<file path="config.mk">
export PLATFORM = sky130hd
export DESIGN_NAME = sdram_arbiter
export DESIGN_NICKNAME = d
export VERILOG_FILES = /design/src/rtl/sdram_arbiter.sv
export SDC_FILE = /design/constraint.sdc
export NUM_CORES = 1
export LEC_CHECK = 0
export ABC_AREA = 0
export BUFFER_PORTS_ARGS = -buffer_cell sky130_fd_sc_hd__buf_2
export CAP_MARGIN = 25
export CORE_MARGIN = 5
export CORE_UTILIZATION = 31
export DETAILED_ROUTE_END_ITERATION = 7
export GPL_ROUTABILITY_DRIVEN = 0
export HOLD_SLACK_MARGIN = 0.06
export SYNTH_ARGS = -nofsm -noshare
export SYNTH_HDL_FRONTEND = slang
export SYNTH_SLANG_ARGS = --single-unit
</file>
<file path="constraint.sdc">
create_clock -name clock -period 7.5 [get_ports clock]
set_input_delay 1.5 -clock clock [delete_from_list [all_inputs] [get_ports clock]]
set_output_delay 1.5 -clock clock [all_outputs]
set_load 0.005 [all_outputs]
</file>
<file path="src/rtl/sdram_arbiter.sv">
// Two-port arbiter in front of a single-access SDRAM controller: latches one request,
// issues it, follows the controller's busy handshake and returns a one-cycle ack.
module sdram_arbiter #(
  parameter int FIXED_PRIORITY = 0
) (
  input  logic        clock,
  input  logic        reset,
  input  logic        i_p0_rd_enable,
  input  logic        i_p0_wr_enable,
  input  logic [25:0] i_p0_address,
  input  logic [1:0]  i_p0_size,
  input  logic [63:0] i_p0_write_data,
  output logic        o_p0_ack,
  output logic [63:0] o_p0_read_data,
  input  logic        i_p1_rd_enable,
  input  logic        i_p1_wr_enable,
  input  logic [25:0] i_p1_address,
  input  logic [1:0]  i_p1_size,
  input  logic [63:0] i_p1_write_data,
  output logic        o_p1_ack,
  output logic [63:0] o_p1_read_data,
  output logic        o_mem_rd_enable,
  output logic        o_mem_wr_enable,
  output logic [25:0] o_mem_address,
  output logic [1:0]  o_mem_size,
  output logic [63:0] o_mem_write_data,
  input  logic        i_mem_busy,
  input  logic [63:0] i_mem_read_data,
  output logic        o_grant,
  output logic        o_arb_busy
);

  typedef enum logic [1:0] {
    S_IDLE  = 2'd0,
    S_ISSUE = 2'd1,
    S_WAIT  = 2'd2,
    S_DONE  = 2'd3
  } state_t;

  state_t      r_state;
  state_t      w_state_next;
  logic        r_grant;
  logic        r_last_grant;
  logic        r_is_write;
  logic [25:0] r_address;
  logic [1:0]  r_size;
  logic [63:0] r_write_data;
  logic [63:0] r_p0_read_data;
  logic [63:0] r_p1_read_data;

  logic w_p0_pending;
  logic w_p1_pending;
  logic w_take;
  logic w_sel;
  logic w_capture;

  assign w_p0_pending = i_p0_rd_enable | i_p0_wr_enable;
  assign w_p1_pending = i_p1_rd_enable | i_p1_wr_enable;
  assign w_take       = (r_state == S_IDLE) && (w_p0_pending || w_p1_pending);
  assign w_capture    = (r_state == S_WAIT) && !i_mem_busy && !r_is_write;

  // On contention round-robin favours the port that did not win last time.
  always_comb begin
    w_sel = 1'b0;
    if (w_p0_pending && w_p1_pending) begin
      w_sel = (FIXED_PRIORITY != 0) ? 1'b0 : ~r_last_grant;
    end else begin
      w_sel = w_p1_pending;
    end
  end

  always_ff @(posedge clock or posedge reset) begin
    if (reset) begin
      r_state <= S_IDLE;
    end else begin
      r_state <= w_state_next;
    end
  end

  always_comb begin
    w_state_next = r_state;
    case (r_state)
      S_IDLE:  if (w_take) w_state_next = S_ISSUE;
      S_ISSUE: w_state_next = S_WAIT;
      S_WAIT:  if (!i_mem_busy) w_state_next = S_DONE;
      S_DONE:  w_state_next = S_IDLE;
      default: w_state_next = S_IDLE;
    endcase
  end

  // Enables follow busy in WAIT so the controller never sees a request once it returns to idle.
  always_comb begin
    o_mem_rd_enable = 1'b0;
    o_mem_wr_enable = 1'b0;
    o_p0_ack        = 1'b0;
    o_p1_ack        = 1'b0;
    o_arb_busy      = 1'b1;
    case (r_state)
      S_IDLE: begin
        o_arb_busy = 1'b0;
      end
      S_ISSUE: begin
        o_mem_rd_enable = !r_is_write;
        o_mem_wr_enable = r_is_write;
      end
      S_WAIT: begin
        o_mem_rd_enable = !r_is_write && i_mem_busy;
        o_mem_wr_enable = r_is_write && i_mem_busy;
      end
      S_DONE: begin
        o_p0_ack = !r_grant;
        o_p1_ack = r_grant;
      end
      default: begin
        o_arb_busy = 1'b0;
      end
    endcase
  end

  always_ff @(posedge clock or posedge reset) begin
    if (reset) begin
      r_grant        <= 1'b0;
      r_last_grant   <= 1'b1;
      r_is_write     <= 1'b0;
      r_address      <= '0;
      r_size         <= '0;
      r_write_data   <= '0;
      r_p0_read_data <= '0;
      r_p1_read_data <= '0;
    end else begin
      if (w_take) begin
        r_grant      <= w_sel;
        r_last_grant <= w_sel;
        if (w_sel) begin
          r_is_write   <= i_p1_wr_enable;
          r_address    <= i_p1_address;
          r_size       <= i_p1_size;
          r_write_data <= i_p1_write_data;
        end else begin
          r_is_write   <= i_p0_wr_enable;
          r_address    <= i_p0_address;
          r_size       <= i_p0_size;
          r_write_data <= i_p0_write_data;
        end
      end
      if (w_capture) begin
        if (r_grant) begin
          r_p1_read_data <= i_mem_read_data;
        end else begin
          r_p0_read_data <= i_mem_read_data;
        end
      end
    end
  end

  assign o_mem_address    = r_address;
  assign o_mem_size       = r_size;
  assign o_mem_write_data = r_write_data;
  assign o_p0_read_data   = r_p0_read_data;
  assign o_p1_read_data   = r_p1_read_data;
  assign o_grant          = r_grant;

endmodule
</file>
# After elaboration in Yosys (flattened, before gate mapping)
# Index checks and enable logic that the tools add are counted.
# word_totals
output_inout_bits	226
elab_cells	45
inputBits	255
reg_bits	225
# op_classes
n_bitwise	4
reduce_logical	14
muxes	13
n_eq_ne	5
# op_table
operator	count
64-bit two-way mux	1
26-bit two-way mux	1
2-bit one-hot mux with 4 select lines	1
1-bit logical AND	6
2-bit two-way mux	3
2-bit AND reduction	3
1-bit two-way mux	5
2-bit == test, second input constant	2
2-bit inequality test, second input constant	2
1-bit one-hot mux with 2 select lines	2
1-bit zero test	3
2-bit by 1-bit == test with 1-bit output, second input constant	1
2-bit zero test	1
1-bit NOT	2
1-bit OR	2
1-bit logical OR	1

# Longest topological paths before layout
# Gate-level depths: netlist of run 1.
# depth
ltp_word	5
ltp_mapped	7
ltp_nobuf	5

# Worst setup path after synthesis of run 1
# Ideal clock, no wire load.
# synth_timing
path_kind	input -> output
startpoint	input i_mem_busy
endpoint	output o_mem_rd_enable
setup_slack_ps	4121
arrival_time_ps	1879
cell_stages	3
n_path_buf	0
required_ps	6000
cell_sequence	and2_1 > o21ai_0 > nor2_1
# synth_between
elab_chain_cells	2
# synth_rtl
element	line	rtl
start, declared	27	input logic i_mem_busy,
1-bit logical AND	107	o_mem_rd_enable = !r_is_write && i_mem_busy;
1-bit one-hot mux with 2 select lines	98	case (r_state)
end, declared	22	output logic o_mem_rd_enable,
# No other way between the ends.

# Worst setup path in the final report of run 1
# layout_timing
startpoint	input i_mem_busy
endpoint	output o_mem_wr_enable
# layout_between
elab_chain_cells	2
# layout_rtl
element	line	rtl
1-bit logical AND	108	o_mem_wr_enable = r_is_write && i_mem_busy;
1-bit one-hot mux with 2 select lines	98	
end, declared	23	output logic o_mem_wr_enable,
# No other way between the ends.

==> results of run 1 <==
-- cell type report --
cell class	instances	area (µm²)	area share [%]
Clock buffer	35	743	5.66
Clock inverter	10	100	0.763
Inverter	6	26.3	0.200
Multi-Input combinational cell	528	3580	27.3
Sequential cell	225	5630	42.9
Tap cell	396	495	3.78
Timing Repair Buffer	492	2540	19.4
-- per-stage QoR --
step           cell area, µm²  hold slack, ps
2_1_floorplan            9510             476
3_3_place_gp            12200             484
3_5_place_dp            12200             490
4_1_cts                 13100             503
5_1_grt                 13100             507
6_report                13100             501
-- report_power, final --
| part | switching (mW) | leakage, nW | internal, mW |
|---|---|---|---|
| Sequential | 0.308 | 2.68 | 1.81 |
| Clock | 0.489 | 0.428 | 0.755 |
| Combinational | 1.12 | 3.21 | 1.02 |
| Total | 1.92 | 6.33 | 3.58 |
-- flip-flops by register name, summed over array words and instances (netlist names) --
name,cells
o_p1_read_data,64
o_mem_size,2
o_p0_read_data,64
r_is_write,1
o_mem_write_data,64
o_grant,1
r_state,2
o_mem_address,26
r_last_grant,1
-- cells in the mapped netlist (all sizes together) (2+ instances only) --
master / number / area share, %
mux2: 129 / 15
a21oi: 92 / 4.8
clkbuf: 43 / 1.7
inv: 6 / 0.24
o21ai: 96 / 5.1
ha: 4 / 0.53
nand2: 4 / 0.16
nor2: 96 / 3.8
and2: 2 / 0.13
a31oi: 93 / 6.1
buf: 32 / 1.7
dfrtp: 224 / 59
-- routing by layer --
layer  vias to the layer above  routed length, µm  GRT usage, %
met2                       394              15700          29.9
li1                       3879                  -             -
met3                        65               3200          5.28
met1                      4020              12900          22.8
met4                         6                834          4.70
met5                         -                 34             0
-- cells by family after synthesis --
family,after synthesis
compound gates,287
fa+ha+maj,4
buf+inv,81
flops,225
mux,129
simple gates,108
-- worst paths after layout --
check	end	slack [ps]	depth (start not counted)
min	o_p1_read_data[15]$_DFFE_PP0P_	500	1
max	o_mem_wr_enable	3730	5
max reg2reg	o_p0_read_data[23]$_DFFE_PP0P_	4790	5
min in group asynchronous	o_p0_read_data[49]$_DFFE_PP0P_	1150	2
min reg2reg	o_p1_read_data[15]$_DFFE_PP0P_	500	1
max in group asynchronous	o_mem_address[5]$_DFFE_PP0P_	5020	3
==> out/results.tsv, run 1 <==
metric	value	unit
Synth Area in Simple Gates	4.58	%
Post-synth top flop	dfrtp_1	
most common cell after layout, fill and taps aside	buf_2	
Placed Cells incl. Taps	1646	
Core Util, Final	43.1	%
post-synthesis compound-gate area fraction	16.8	%
PD cells	419	nW/µm²
Max FO, Critical Path	3	
Wirelength per Cell	19.3	µm
core area	30400	µm²
n_diodes	0	
Hold Buf Count CTS	0	
ys async rst share	100	%
antenna-violating nets left	0	
Post-synth EDFFs	0	
CP top delay family	compound AO/OA/AOI/OAI gates	
Worst Setup End Kind	output pin	
Hold Crit Class	flop to flop	
post-cts sizing count	0	
Critical-path top delay cell	o21ai_0	
largest net degree at the start of global routing	129	
CTS tree	yes	
Critical Path Start Type	primary input	
Bufs and invs on worst path	2	
Clk pin slew, worst setup/hold paths	60	ps
Mapped Area	9510	µm²
FF-to-FF Start	r_state[0]$_DFFE_PP0P_	
hpwl dp	23100	µm
num ports	481	
Leak	6.33	nW
fin nets	1537	
Worst Skew	7.95	ps
setup bufs post-CTS	0	
via count	8364	
PnR Total Power	5.50	mW
Avg Inst Size Synth	11.4	µm²
Max Clk Rate	0.265	GHz
CP max stage delay	280	ps
data required time of the critical path	6000	ps
slew margin rel.	39.4	%
filler cell count	2973	
Syn Nets	1093	
all-layer global routing usage	17.9	%
xor/xnor cell area share of the yosys netlist	0	%
library cells used by synthesis	27	
Max Cap Viol	0	
worst hold path startpoint	o_p1_read_data[15]$_DFFE_PP0P_	
Num CTS Buffers	25	
unrepaired setup endpoints after global routing	no	
clk sink count	225	
multiplexer area fraction after synthesis	15.3	%
remaining global-route overflow	0	
critical path's most frequent cell	buf_2	
cell-by-cell trace of the critical path	buf_2 -> and2_1 -> o21ai_0 -> nor2_1 -> buf_2	
Total Routed Length	32700	µm
most frequent cells in the layout	buf_2, dfrtp_1, mux2_2	
Final Cycle Share	50.2	%
synthesis-to-finish area growth	38.0	%
first-pass GRT wire length	49200	µm
vias in the first global route	8623	
starting density of the core	31.3	%
peak supply drop	0.195	mV
antenna violations before repair	5	
Final TNS setup	0	ps
Worst Setup Slack, final	3730	ps
YS warnings	0	
DR pass1 iterations	4	
clock root buffer	clkbuf_16	
Hold Fails Final Rpt	0	
Place WS	3760	ps
Die ar.	34300	µm²
H-tree levels	1	
WP data arrival	2270	ps
Critical Path Source	i_mem_busy	
Finished Layout Cells	1692	
adder-cell share of the synthesized area	0.526	%
port buffer count	480	
clk_lat worst skew	510	ps
FP Rows	64	
Die Wd	185	µm
CP Class	primary input to output pin	
Slew Limit Fails	0	
Seq/Total Area, Yosys	59.2	%
Worst Max-Slew Pin Slew	906	ps
share of cells above drive strength 1	52.0	%
Post-route DRC	0	
final setup violation count	0	
Iter 0 DRT Violations	362	
Period minus WS final	3770	ps
post-DR vias/cell	4.94	
outcome	complete, no violations	
Syn Inst Count	834	
largest family of logic cells by synthesized area	compound AO/OA/AOI/OAI gates	
chip height	185	µm
clock buffer depth	3	
#FFs+latches synth	225	
(Power assumes the default switching activity.)
==> run 2: changes to the inputs <==
--- a/config.mk
+++ b/config.mk
@@ -5,7 +5,7 @@
 export SDC_FILE = /design/constraint.sdc
 export NUM_CORES = 1
 export LEC_CHECK = 0
-export ABC_AREA = 0
+export ABC_AREA = 1
 export BUFFER_PORTS_ARGS = -buffer_cell sky130_fd_sc_hd__buf_2
 export CAP_MARGIN = 25
 export CORE_MARGIN = 5
==> constraint.sdc (replaced) <==
create_clock -name clock -period 3.2 [get_ports clock]
set_input_delay 0.64 -clock clock [delete_from_list [all_inputs] [get_ports clock]]
set_output_delay 0.64 -clock clock [all_outputs]
set_load 0.005 [all_outputs]
==> out/results.tsv, run 2 <==
metric	value	unit
Iter 0 DRT Violations	513	
Worst Max-Slew Pin Slew	814	ps
CP Class	flop to output pin	
Critical-path top delay cell	dfrtp_1	
Num CTS Buffers	25	
FF+latch area	5630	µm²
port buffer count	480	
Die Wd	190	µm
#FFs+latches synth	225	
worst r2r path cells	6	
most frequent cells after synthesis	nand2_1, dfrtp_1, inv_1	
Post-route DRC	0	
Worst Setup End Kind	output pin	
all-layer global routing usage	18.0	%
setup bufs post-CTS	0	
CP max stage delay	390	ps
Worst path depth	7	
final setup violation count	0	
Finished Cell Area	13900	µm²
unrepaired setup endpoints after global routing	no	
Clk pin slew, worst setup/hold paths	60	ps
Total Routed Length	34100	µm
peak supply drop	0.422	mV
WP data arrival	1900	ps
library cells used by synthesis	15	
Seq/Total Area, Yosys	55.9	%
CP top delay family	flip-flops	
cell-by-cell trace of the critical path	inv_1 -> ha_1 -> nand2_1 -> inv_1 -> o21ai_0 -> nor2_1 -> buf_2	
Mapped Area	10100	µm²
first-pass GRT wire length	52900	µm
Max Clk Rate	0.394	GHz
fin nets	1931	
met2 WL	16500	µm
Slew Limit Fails	0	
clock buffer depth	3	
antenna violations before repair	5	
ys async rst share	100	%
Post-synth top flop	dfrtp_1	
YS warnings	0	
via count	9643	
slew margin rel.	45.6	%
filler cell count	3347	
Syn Nets	1480	
Place WS	782	ps
core area	32300	µm²
top sig layer	met5	
vias in the first global route	9695	
synthesis-to-finish area growth	37.4	%
placed inst area	13000	µm²
Worst Setup Slack, final	662	ps
CTS tree	yes	
most common cell after layout, fill and taps aside	buf_2	
Syn Inst Count	1221	
Avg Inst Size Synth	8.26	µm²
starting density of the core	31.2	%
outcome	complete, no violations	
post-cts sizing count	0	
Bufs and invs on worst path	3	
Worst Skew	8.74	ps
most frequent cells in the layout	buf_2, nand2_1, dfrtp_1	
Hold WS	256	ps
Die ar.	36200	µm²
PnR Total Power	12.8	mW
share of the synthesized area in the top cell type	55.6	%
post-DR vias/cell	4.52	
Multi-input gate area	3540	µm²
critical path's most frequent cell	inv_1	
Critical Path Start Type	flop	
Finished Layout Cells	2134	
antenna-violating nets left	0	
H-tree levels	1	
Post-synth EDFFs	0	
Post-Route M1 WL	13400	µm
largest net degree at the start of global routing	96	
FP Rows	66	
share of cells above drive strength 1	32.6	%
Max Cap Viol	0	
met3 wire length	2960	µm
Placed Cells incl. Taps	2087	
Hold Buf Count CTS	0	
synth top area cells	dfrtp_1, nand2_1, nand3b_1	
num ports	481	
DR pass1 iterations	5	
Hold Fails Final Rpt	0	
Final Cycle Share	79.3	%
Wirelength per Cell	16.0	µm
clk sink count	225	
clock root buffer	clkbuf_16	
chip height	190	µm
PD cells	924	nW/µm²
remaining global-route overflow	0	
Period minus WS final	2540	ps
area leader, netlist	dfrtp_1	
Leak	8.01	nW
data required time of the critical path	2560	ps
clk_lat worst skew	530	ps
Hold Crit Class	primary input to async pin	
most frequent cell after synthesis	nand2_1	
Max FO, Critical Path	4	
hpwl dp	25300	µm
## run 2: cell count changes after synthesis, moves of 33 or more
cell	previous run	this run
a21oi_1	92	1
a31oi_1	93	0
inv_1	6	165
mux2_2	129	0
nand2_1	4	418
nand3_1	0	97
nand3b_1	0	92
nor2_1	96	7
o21ai_0	96	129
## run 2: final timing paths
path	startpoint	to	slack (ps)
min in group clock	i_mem_read_data[43]	o_p1_read_data[43]$_DFFE_PP0P_	370
max reg2reg	r_state[0]$_DFFE_PP0P_	o_p0_read_data[57]$_DFFE_PP0P_	1040
min reg2reg	o_mem_write_data[59]$_DFFE_PP0P_	o_mem_write_data[59]$_DFFE_PP0P_	470
min	reset	o_mem_write_data[34]$_DFFE_PP0P_	260
max	r_state[0]$_DFFE_PP0P_	o_mem_rd_enable	660
max in group asynchronous	reset	o_p1_read_data[15]$_DFFE_PP0P_	2130
## run 2: kinds of logic (layout without fill, tap and decap cells)
| family | after synthesis | after routing | share of synthesized area [%] |
|---|---|---|---|
| compound gates | 133 | 133 | 6.64 |
| fa+ha+maj | 4 | 4 | 0.496 |
| other cells | 0 | 3 | 0 |
| simple gates | 614 | 614 | 27.5 |
| flops | 225 | 225 | 55.9 |
| buf+inv | 245 | 713 | 9.53 |
## run 2: report_power, final
group          switching, mW  internal [mW]  total (mW)  leakage, nW
Clock                   1.18           1.69        2.87        0.404
Sequential             0.730           4.21        4.94         2.79
Combinational           2.93           2.05        4.98         4.81
Total                   4.85           7.95        12.8         8.01
## run 2: final cells by class
cell class / count / share of cell area, %
Sequential cell: 225 / 40.7
Clock buffer: 36 / 5.32
Multi-Input combinational cell: 751 / 25.5
Timing Repair Buffer: 502 / 19.3
Clock inverter: 8 / 0.641
Inverter: 167 / 4.55
Antenna cell: 3 / 0.0542
Tap cell: 442 / 3.99
## run 2: routing by layer
layer,track usage [%],vias to the layer above
met4,6.46,2
met5,0,-
met1,22.0,4461
met2,30.6,400
met3,4.65,85
li1,-,4695
## run 2: per-stage QoR
step	TNS (ps)	util, %
after CTS	0	42.9
after floorplan	-84490	-
after detailed placement	0	40.3
after global placement	0	40.3
after global routing	0	42.9
final	0	42.9
==> run 3: changes to the inputs <==
==> constraint.sdc (replaced) <==
create_clock -name clock -period 2.45 [get_ports clock]
set_input_delay 0.49 -clock clock [delete_from_list [all_inputs] [get_ports clock]]
set_output_delay 0.49 -clock clock [all_outputs]
set_load 0.005 [all_outputs]
==> out/results.tsv, run 3 (synthesis results as in run 2) <==
metric	value	unit
Num CTS Buffers	26	
most frequent cells in the layout	buf_2, nand2_1, dfrtp_1	
Wirelength per Cell	16.0	µm
Core Util, Final	43.3	%
Hold Fails Final Rpt	0	
Critical Path Start Type	flop	
FF+latch area	5630	µm²
hpwl dp	25200	µm
clock root buffer	clkbuf_16	
Hold Crit Class	primary input to flop	
CP max stage delay	400	ps
peak supply drop	0.623	mV
via count	9634	
clk sink count	225	
Worst Max-Slew Pin Slew	582	ps
data required time of the critical path	1960	ps
antenna-violating nets left	0	
CP Class	flop to output pin	
filler cell count	3307	
fin nets	1932	
Critical-path top delay cell	dfrtp_1	
Iter 0 DRT Violations	389	
Total Routed Length	34200	µm
final setup violation count	0	
all-layer global routing usage	17.8	%
Final Cycle Share	93.2	%
most common cell after layout, fill and taps aside	buf_2	
Final TNS setup	0	ps
Max FO, Critical Path	4	
clk_lat worst skew	530	ps
critical path's most frequent cell	inv_1	
Finished Layout Cells	2140	
Max Clk Rate	0.438	GHz
Die ar.	36200	µm²
Clk pin slew, worst setup/hold paths	60	ps
DR pass1 iterations	5	
vias in the first global route	9624	
Post-route DRC	0	
port buffer count	480	
clock buffer depth	3	
Multi-input gate area	3540	µm²
cell-by-cell trace of the critical path	inv_1 -> ha_2 -> nand2_1 -> inv_1 -> o21ai_1 -> nor2_1 -> buf_2	
Die Wd	190	µm
H-tree levels	1	
Worst Skew	5.57	ps
outcome	complete, no violations	
num ports	481	
WP data arrival	1790	ps
starting density of the core	31.2	%
Slew Limit Fails	0	
first-pass GRT wire length	52500	µm
Leak	8.05	nW
Worst Setup End Kind	output pin	
remaining global-route overflow	0	
antenna violations before repair	6	
largest net degree at the start of global routing	94	
core area	32300	µm²
post-DR vias/cell	4.50	
Placed Cells incl. Taps	2086	
Period minus WS final	2280	ps
slew margin rel.	61.2	%
unrepaired setup endpoints after global routing	no	
share of cells above drive strength 1	32.7	%
CTS tree	yes	
setup bufs post-CTS	0	
chip height	190	µm
synthesis-to-finish area growth	38.5	%
Max Cap Viol	0	
FP Rows	66	
PD cells	1220	nW/µm²
run 3: cell count changes in the layout (fill, tap and decap cells not counted), moves of 2 or more:
| cell | previous run | this run |
|---|---|---|
| buf_12 | 8 | 10 |
| buf_4 | 14 | 11 |
| bufinv_16 | 1 | 3 |
| clkbuf_1 | 4 | 6 |
| diode_2 | 3 | 5 |
run 3: worst paths after layout:
path                       slack (ps)  cells after the start                               end                           from
setup / recovery                  170                      7                   o_mem_wr_enable         r_state[0]$_DFFE_PP0P_
hold / removal                    220                      3    o_p1_read_data[45]$_DFFE_PP0P_            i_mem_read_data[45]
setup reg to reg                  540                      7  o_mem_write_data[43]$_DFFE_PP0P_         r_state[0]$_DFFE_PP0P_
hold reg to reg                   470                      2     o_mem_address[23]$_DFFE_PP0P_  o_mem_address[23]$_DFFE_PP0P_
max in group asynchronous        1160                      5    o_p0_read_data[63]$_DFFE_PP0P_                          reset
min in group asynchronous         630                      4  o_mem_write_data[39]$_DFFE_PP0P_                          reset
run 3: repair_timing:
action	CTS	global route
resized for setup	0	2
hold buffers	1	0
setup endpoints to repair	0	2
hold endpoints to repair	39	0
run 3: critical path, delay by kind of cell (launching register included):
family | cells | cell delay [ps]
buf+inv | 3 | 300
compound gates | 1 | 80
flops | 1 | 400
simple gates | 2 | 210
fa+ha+maj | 1 | 280
run 3: final cells by class:
cell class                      instances  area share [%]
Antenna cell                            5          0.0896
Clock buffer                           39            5.51
Clock inverter                          9           0.976
Inverter                              167            4.51
Multi-Input combinational cell        751            25.3
Sequential cell                       225            40.3
Tap cell                              442            3.96
Timing Repair Buffer                  502            19.3
run 3: metal layers:
layer  track usage, %  part of all wire, %  vias to the layer above
li1                 -                    -                     4706
met5                0                    0                        -
met1             22.2                   39                     4431
met2             30.1                   48                      419
met3             4.41                  8.8                       78
met4             6.69                  3.6                        0
run 3: stage by stage:
step	total power, mW	cell area [µm²]	hold WS [ps]	setup WS, ps
detailed placement	13.1	13000	460	491
CTS	17.3	14000	195	9.84
global placement	13.0	13000	458	560
floorplan	9.78	10100	447	-977
finish	17.0	14000	219	167
global route	18.4	14000	213	25.0
run 3: where the power goes:
part / switching (mW) / internal (mW)
sequential: 0.941 / 5.50
combinational: 3.85 / 2.71
clock: 1.55 / 2.48
